## config.mk

```make
export PLATFORM = sky130hd
export DESIGN_NAME = shader_exec_unit_flat
export DESIGN_NICKNAME = d
export VERILOG_FILES = /design/src/rtl/shader_exec_unit_if.sv /design/src/rtl/shader_exec_unit.sv /design/src/flat_wrapper.sv
export SDC_FILE = /design/constraint.sdc
export NUM_CORES = 2
export LEC_CHECK = 0
export ABC_AREA = 1
export BUFFER_PORTS_ARGS = -buffer_cell sky130_fd_sc_hd__buf_2
export CAP_MARGIN = 10
export CORE_MARGIN = 2
export CORE_UTILIZATION = 58
export CTS_CLUSTER_SIZE = 14
export DETAILED_ROUTE_END_ITERATION = 16
export GPL_TIMING_DRIVEN = 0
export PLACE_DENSITY_LB_ADDON = 0.15
export SLEW_MARGIN = 20
export SYNTH_ARGS = -nofsm -noshare
export SYNTH_HDL_FRONTEND = slang
export SYNTH_SLANG_ARGS = --single-unit
```

## constraint.sdc

```tcl
create_clock -name clk -period 6.35 [get_ports clk]
set_input_delay 1.27 -clock clk [delete_from_list [all_inputs] [get_ports clk]]
set_output_delay 1.27 -clock clk [all_outputs]
set_load 0.02 [all_outputs]
```

## src/rtl/shader_exec_unit_if.sv

```systemverilog
// shader_exec_unit_if: instruction and result channels of the shader execution stage
interface shader_exec_unit_if #(
    parameter int OPCODE_W = 4,
    parameter int LANES    = 4,
    parameter int LANE_W   = 16
);
    logic                    in_valid;
    logic                    in_ready;
    logic [OPCODE_W-1:0]     in_opcode;
    logic                    in_is_vector;
    logic [LANES*LANE_W-1:0] in_src_a;
    logic [LANES*LANE_W-1:0] in_src_b;
    logic                    acc_clear;
    logic                    out_valid;
    logic                    out_ready;
    logic [LANES*LANE_W-1:0] out_result;
    logic [OPCODE_W-1:0]     out_opcode;
    logic                    out_err;

    modport master (
        output in_valid, in_opcode, in_is_vector, in_src_a, in_src_b, acc_clear, out_ready,
        input  in_ready, out_valid, out_result, out_opcode, out_err
    );

    modport slave (
        input  in_valid, in_opcode, in_is_vector, in_src_a, in_src_b, acc_clear, out_ready,
        output in_ready, out_valid, out_result, out_opcode, out_err
    );
endinterface

```

## src/rtl/shader_exec_unit.sv

```systemverilog
// shader_exec_unit: one-at-a-time ADD/SUB/MUL/MAC lane executor with per-lane accumulators
module shader_exec_unit #(
    parameter int OPCODE_W = 4,
    parameter int LANES    = 4,
    parameter int LANE_W   = 16,
    parameter int MUL_LAT  = 3
) (
    input logic clk,
    input logic rst_n,
    shader_exec_unit_if.slave bus
);
    localparam int CNT_W = $clog2(MUL_LAT);
    localparam logic [OPCODE_W-1:0] OP_ADD = 0;
    localparam logic [OPCODE_W-1:0] OP_SUB = 1;
    localparam logic [OPCODE_W-1:0] OP_MUL = 2;
    localparam logic [OPCODE_W-1:0] OP_MAC = 3;

    typedef enum logic [1:0] {IDLE, EXEC, DONE} state_t;

    state_t                  state, state_next;
    logic [CNT_W-1:0]        cnt;
    logic [OPCODE_W-1:0]     op_q;
    logic                    vec_q;
    logic [LANES*LANE_W-1:0] a_q, b_q;
    logic [LANES*LANE_W-1:0] acc, acc_next;
    logic [LANES*LANE_W-1:0] res_next;
    logic [LANES*LANE_W-1:0] result;
    logic                    err;
    logic                    accept, fin, commit, illegal, long_op;

    assign accept  = (state == IDLE) && bus.in_valid;
    assign fin     = (state == EXEC) && (cnt == '0);
    assign illegal = op_q > OP_MAC;
    assign commit  = fin && (op_q == OP_MAC);
    assign long_op = (bus.in_opcode == OP_MUL) || (bus.in_opcode == OP_MAC);

    assign bus.in_ready   = (state == IDLE);
    assign bus.out_valid  = (state == DONE);
    assign bus.out_result = result;
    assign bus.out_opcode = op_q;
    assign bus.out_err    = err;

    for (genvar i = 0; i < LANES; i++) begin : g_lane
        logic [LANE_W-1:0] a, b, prod, prior, val;
        logic              en;
        assign a     = a_q[i*LANE_W +: LANE_W];
        assign b     = b_q[i*LANE_W +: LANE_W];
        assign prod  = a * b;
        assign en    = vec_q || (i == 0);
        assign prior = bus.acc_clear ? '0 : acc[i*LANE_W +: LANE_W];
        // Per-lane result select; illegal opcodes yield zero
        always_comb begin
            val = '0;
            val = (op_q == OP_ADD) ? a + b :
                  (op_q == OP_SUB) ? a - b :
                  (op_q == OP_MUL) ? prod :
                  (op_q == OP_MAC) ? prior + prod : '0;
        end
        assign res_next[i*LANE_W +: LANE_W] = en ? val : '0;
        assign acc_next[i*LANE_W +: LANE_W] = (commit && en) ? prior + prod : prior;
    end

    // State register
    always_ff @(posedge clk) begin
        if (!rst_n) state <= IDLE;
        else        state <= state_next;
    end

    // Next-state: wait for instruction, count down latency, hold result until taken
    always_comb begin
        state_next = state;
        case (state)
            IDLE:    state_next = bus.in_valid ? EXEC : IDLE;
            EXEC:    state_next = (cnt == '0) ? DONE : EXEC;
            DONE:    state_next = bus.out_ready ? IDLE : DONE;
            default: state_next = IDLE;
        endcase
    end

    // Operand latch, latency counter, result capture and accumulator update
    always_ff @(posedge clk) begin
        if (!rst_n) begin
            op_q   <= '0;
            vec_q  <= 1'b0;
            a_q    <= '0;
            b_q    <= '0;
            cnt    <= '0;
            result <= '0;
            err    <= 1'b0;
            acc    <= '0;
        end else begin
            if (accept) begin
                op_q  <= bus.in_opcode;
                vec_q <= bus.in_is_vector;
                a_q   <= bus.in_src_a;
                b_q   <= bus.in_src_b;
                cnt   <= long_op ? CNT_W'(MUL_LAT - 1) : '0;
            end else if (state == EXEC && cnt != '0) begin
                cnt <= cnt - 1'b1;
            end
            if (fin) begin
                result <= res_next;
                err    <= illegal;
            end
            acc <= acc_next;
        end
    end
endmodule

```

## src/flat_wrapper.sv

```systemverilog
// flat-port wrapper written by rule: the top's interface ports become plain ports
module shader_exec_unit_flat 
#(
    parameter int OPCODE_W = 4,
    parameter int LANES    = 4,
    parameter int LANE_W   = 16,
    parameter int MUL_LAT  = 3
)
  (clk, rst_n, bus_in_valid, bus_in_opcode, bus_in_is_vector, bus_in_src_a, bus_in_src_b, bus_acc_clear, bus_out_ready, bus_in_ready, bus_out_valid, bus_out_result, bus_out_opcode, bus_out_err);
  shader_exec_unit_if #(.OPCODE_W(OPCODE_W), .LANES(LANES), .LANE_W(LANE_W)) bus_i ();
  input logic clk;
  input logic rst_n;
  input wire logic [$bits(bus_i.in_valid)-1:0] bus_in_valid;
  input wire logic [$bits(bus_i.in_opcode)-1:0] bus_in_opcode;
  input wire logic [$bits(bus_i.in_is_vector)-1:0] bus_in_is_vector;
  input wire logic [$bits(bus_i.in_src_a)-1:0] bus_in_src_a;
  input wire logic [$bits(bus_i.in_src_b)-1:0] bus_in_src_b;
  input wire logic [$bits(bus_i.acc_clear)-1:0] bus_acc_clear;
  input wire logic [$bits(bus_i.out_ready)-1:0] bus_out_ready;
  output wire logic [$bits(bus_i.in_ready)-1:0] bus_in_ready;
  output wire logic [$bits(bus_i.out_valid)-1:0] bus_out_valid;
  output wire logic [$bits(bus_i.out_result)-1:0] bus_out_result;
  output wire logic [$bits(bus_i.out_opcode)-1:0] bus_out_opcode;
  output wire logic [$bits(bus_i.out_err)-1:0] bus_out_err;
  assign bus_i.in_valid = bus_in_valid;
  assign bus_i.in_opcode = bus_in_opcode;
  assign bus_i.in_is_vector = bus_in_is_vector;
  assign bus_i.in_src_a = bus_in_src_a;
  assign bus_i.in_src_b = bus_in_src_b;
  assign bus_i.acc_clear = bus_acc_clear;
  assign bus_i.out_ready = bus_out_ready;
  assign bus_in_ready = bus_i.in_ready;
  assign bus_out_valid = bus_i.out_valid;
  assign bus_out_result = bus_i.out_result;
  assign bus_out_opcode = bus_i.out_opcode;
  assign bus_out_err = bus_i.out_err;
  shader_exec_unit #(.OPCODE_W(OPCODE_W), .LANES(LANES), .LANE_W(LANE_W), .MUL_LAT(MUL_LAT)) u_core (.clk(clk), .rst_n(rst_n), .bus(bus_i));
endmodule
```

==> results by group <==
Setup path
  • Worst EP required: 6760 ps
  • Slowest CP cell: fa_1
  • Worst r2r src: u_core.b_q[19]
  • Endpoint class of the critical path: flip-flop
  • CP max stage delay: 550 ps
  • Worst setup path category: flip-flop to flip-flop
  • Most frequent CP cell: nand2_1
  • CP max FO: 5
  • CP arrival: 7240 ps
  • Startpoint types: flip-flop
  • Setup crit start: u_core.b_q[19]

Clock network
  • Clk sinks: 266
  • Root Buffer: clkbuf_16
  • Htree depth: 2
  • Total CTS buffers: 37
  • Clk slew on worst S/H paths: 60 ps
  • CTS Buffer Depth: 3
  • Worst-Skew Late Latency: 580 ps
  • CTS tree: yes

Power and ir drop
  • P_int: 5.46 mW
  • NetSw: 4.72 mW
  • Seq pwr share: 19.2%
  • Comb power frac: 58.0%
  • Leakage: 23.4 nW
  • Net Sw Frac: 46.4%
  • Maximum VDD drop: 0.000194 V
  • Clock Power Share: 22.9%
  • PD cells: 235 nW/µm²
  • Power, Total: 10.2 mW

Layout
  • Nets: 6550
  • # fillers: 5419
  • Share of cells above drive strength 1: 16.1%
  • Commonest non-fill, non-tap cell in the layout: inv_1
  • Most frequent cells in the layout: inv_1 (1175), nand2_1 (1078), a21oi_1 (390)
  • Fin util: 70.3%
  • Layout area overhead: 19.6%

Floorplan
  • Core Footprint: 61700 µm²
  • Ports: 209
  • Die Wd: 254 µm
  • Die area: 64500 µm²
  • Die Height: 254 µm
  • Initial Util: 58.8%
  • Num rows: 91

Placed design
  • DP Worst Slack: -1460 ps
  • Gpl congestion: 0.994
  • Dpl hpwl: 102 mm
  • # port buffers: 208

STA
  • Slew HR: 18.5%
  • Actual slew at the worst max-slew pin: 1220 ps
  • RSZ-0062 raised after global routing: true
  • F_max: 0.146 GHz
  • # setup viols final: 12
  • Fin. Hold Viols: 0
  • Final setup margin: -480 ps
  • Fin crit period: 6830 ps
  • Final period util: 108%
  • Worst hold slack: 462 ps
  • Final slew viol count: 0
  • Setup Skew: 36.4 ps

Worst hold path
  • Worst hold path class: flip-flop to flip-flop
  • Worst hold path startpoint: u_core.bus.out_result[50]

Status
  • Status: finished, violations left
  • Failing checks: negative setup slack

Global routing
  • Largest net degree at the start of global routing: 18
  • Grt total ovfl: 0
  • Initial antenna violation count: 5
  • GRT Total Usage: 40.0%
  • Vias in the first global route: 35000
  • Global-route wire length before repair: 196 mm

Route
  • DRT Pass-1 Iters: 8
  • Total number of vias: 36500
  • Initial DRC count: 3837
  • Antenna-violating nets left: 0
  • # DRC: 0
  • Final wirelength: 132 mm
  • Via-to-Cell Ratio: 5.56
  • Wirelength per Cell: 20.1 µm

Synth
  • Register area share after synthesis: 14.7%
  • #FFs+latches synth: 266
  • Largest area contributor in the netlist: fa_1
  • Synth Cell Area: 36300 µm²
  • Mean area per synthesized cell: 6.80 µm²
  • Area contributors post-synth: fa_1 (18%), dfxtp_1 (15%), ha_1 (13%)
  • Yosys top cell area share: 18.3%
  • Yosys synthesis warning count: 0
  • Gate Count Post-Synth: 5331
  • Syn_nets: 6178
  • Synth async-reset ratio: 0%
  • Library cells used by synthesis: 61
  • Main synth FF type: dfxtp_1
  • Post-synth EDFFs: 0

Job
  • Max-Cap Viols: 0
logic make-up (layout without fill, tap and decap cells):
logic type	Yosys count	count (layout)	share of synthesized area, %
fa+ha+maj	709	709	31.3
other cells	0	2	0
buf+inv	1477	1875	15.6
flops	266	266	14.7
simple gates	1772	1772	19.9
xor+xnor	180	180	4.37
compound gates	927	927	14.1
flip-flops by register name, summed over array words and instances, names as in the netlist:
register,flops
u_core.b_q,64
u_core.bus.out_err,1
u_core.bus.out_opcode,4
u_core.acc,64
u_core.cnt,2
u_core.a_q,64
u_core.state,2
u_core.g_lane.en,1
u_core.bus.out_result,64
per-stage QoR:
step,std cells,cell area (µm²),TNS [ps]
2_1_floorplan,5331,36300,-21.0
3_3_place_gp,6376,38400,-32100
3_5_place_dp,6376,38400,-32500
4_1_cts,6513,42000,-1870
5_1_grt,6566,43300,-7920
6_report,6568,43400,-2400
routing by layer:
metal / routed length (µm) / track usage, %
met4: 6190 / 16.5
met5: 30 / 0
met2: 58000 / 63.2
met3: 13500 / 6.92
met1: 54600 / 54.3
cell type report:
cell class / count / area, µm² / area share (%)
inverters: 1248 / 4690 / 10.8
diodes: 2 / 5.00 / 0.0115
clock inverters: 17 / 256 / 0.592
repair buffers: 337 / 2050 / 4.73
well taps: 837 / 1050 / 2.42
clock buffers: 48 / 1080 / 2.49
multi-input cells: 3588 / 27000 / 62.4
plain buffers: 225 / 1710 / 3.95
flip-flops and latches: 266 / 5470 / 12.6
worst max-delay path, delay by kind of cell, from the launching register on:
kind,cells,cell delay (ps)
fa+ha+maj,9,3260
buf+inv,8,680
simple gates,15,1760
flops,1,380
compound gates,5,560
final timing paths:
path                                                  end  slack, ps  cells past startpoint
worst max-delay path            u_core.bus.out_result[31]       -480                     37
worst min-delay path            u_core.bus.out_result[50]        460                      2
worst max register to register  u_core.bus.out_result[31]       -480                     37
worst min register to register  u_core.bus.out_result[50]        460                      2
power groups by stage:
| stage | clock [mW] | combinational, mW | sequential [mW] |
|---|---|---|---|
| 4_1_cts | 2.32 | 5.22 | 1.94 |
| 3_5_place_dp | 0 | 4.46 | 1.97 |
| 2_1_floorplan | 0 | 3.07 | 1.92 |
| 5_1_grt | 2.38 | 6.38 | 1.96 |
| 6_report | 2.33 | 5.91 | 1.95 |
| 3_3_place_gp | 0 | 4.42 | 1.97 |
synthesized netlist by cell type, drive strengths merged, types with 18 or more instances:
| library cell | instances |
|---|---|
| inv | 1247 |
| nand2 | 1130 |
| a21oi | 424 |
| ha | 377 |
| nor2 | 344 |
| fa | 332 |
| o21ai | 328 |
| dfxtp | 266 |
| nand3 | 188 |
| clkbuf | 169 |
| xor2 | 122 |
| buf | 60 |
| xnor2 | 58 |
| nor3 | 38 |
| or2 | 26 |
| a31oi | 24 |
| o211ai | 24 |
| o21bai | 22 |
| o221ai | 21 |
| nand4 | 18 |
repair_timing:
| item | in CTS | in global routing |
|---|---|---|
| setup endpoints to repair | 54 | 40 |
| buffers inserted | 75 | 55 |
| hold buffers | 0 | 0 |
| gates cloned | 0 | 1 |
| pin swaps | 113 | 149 |
| resized for setup | 416 | 260 |
Note: power is estimated with default switching activity, not from simulation.
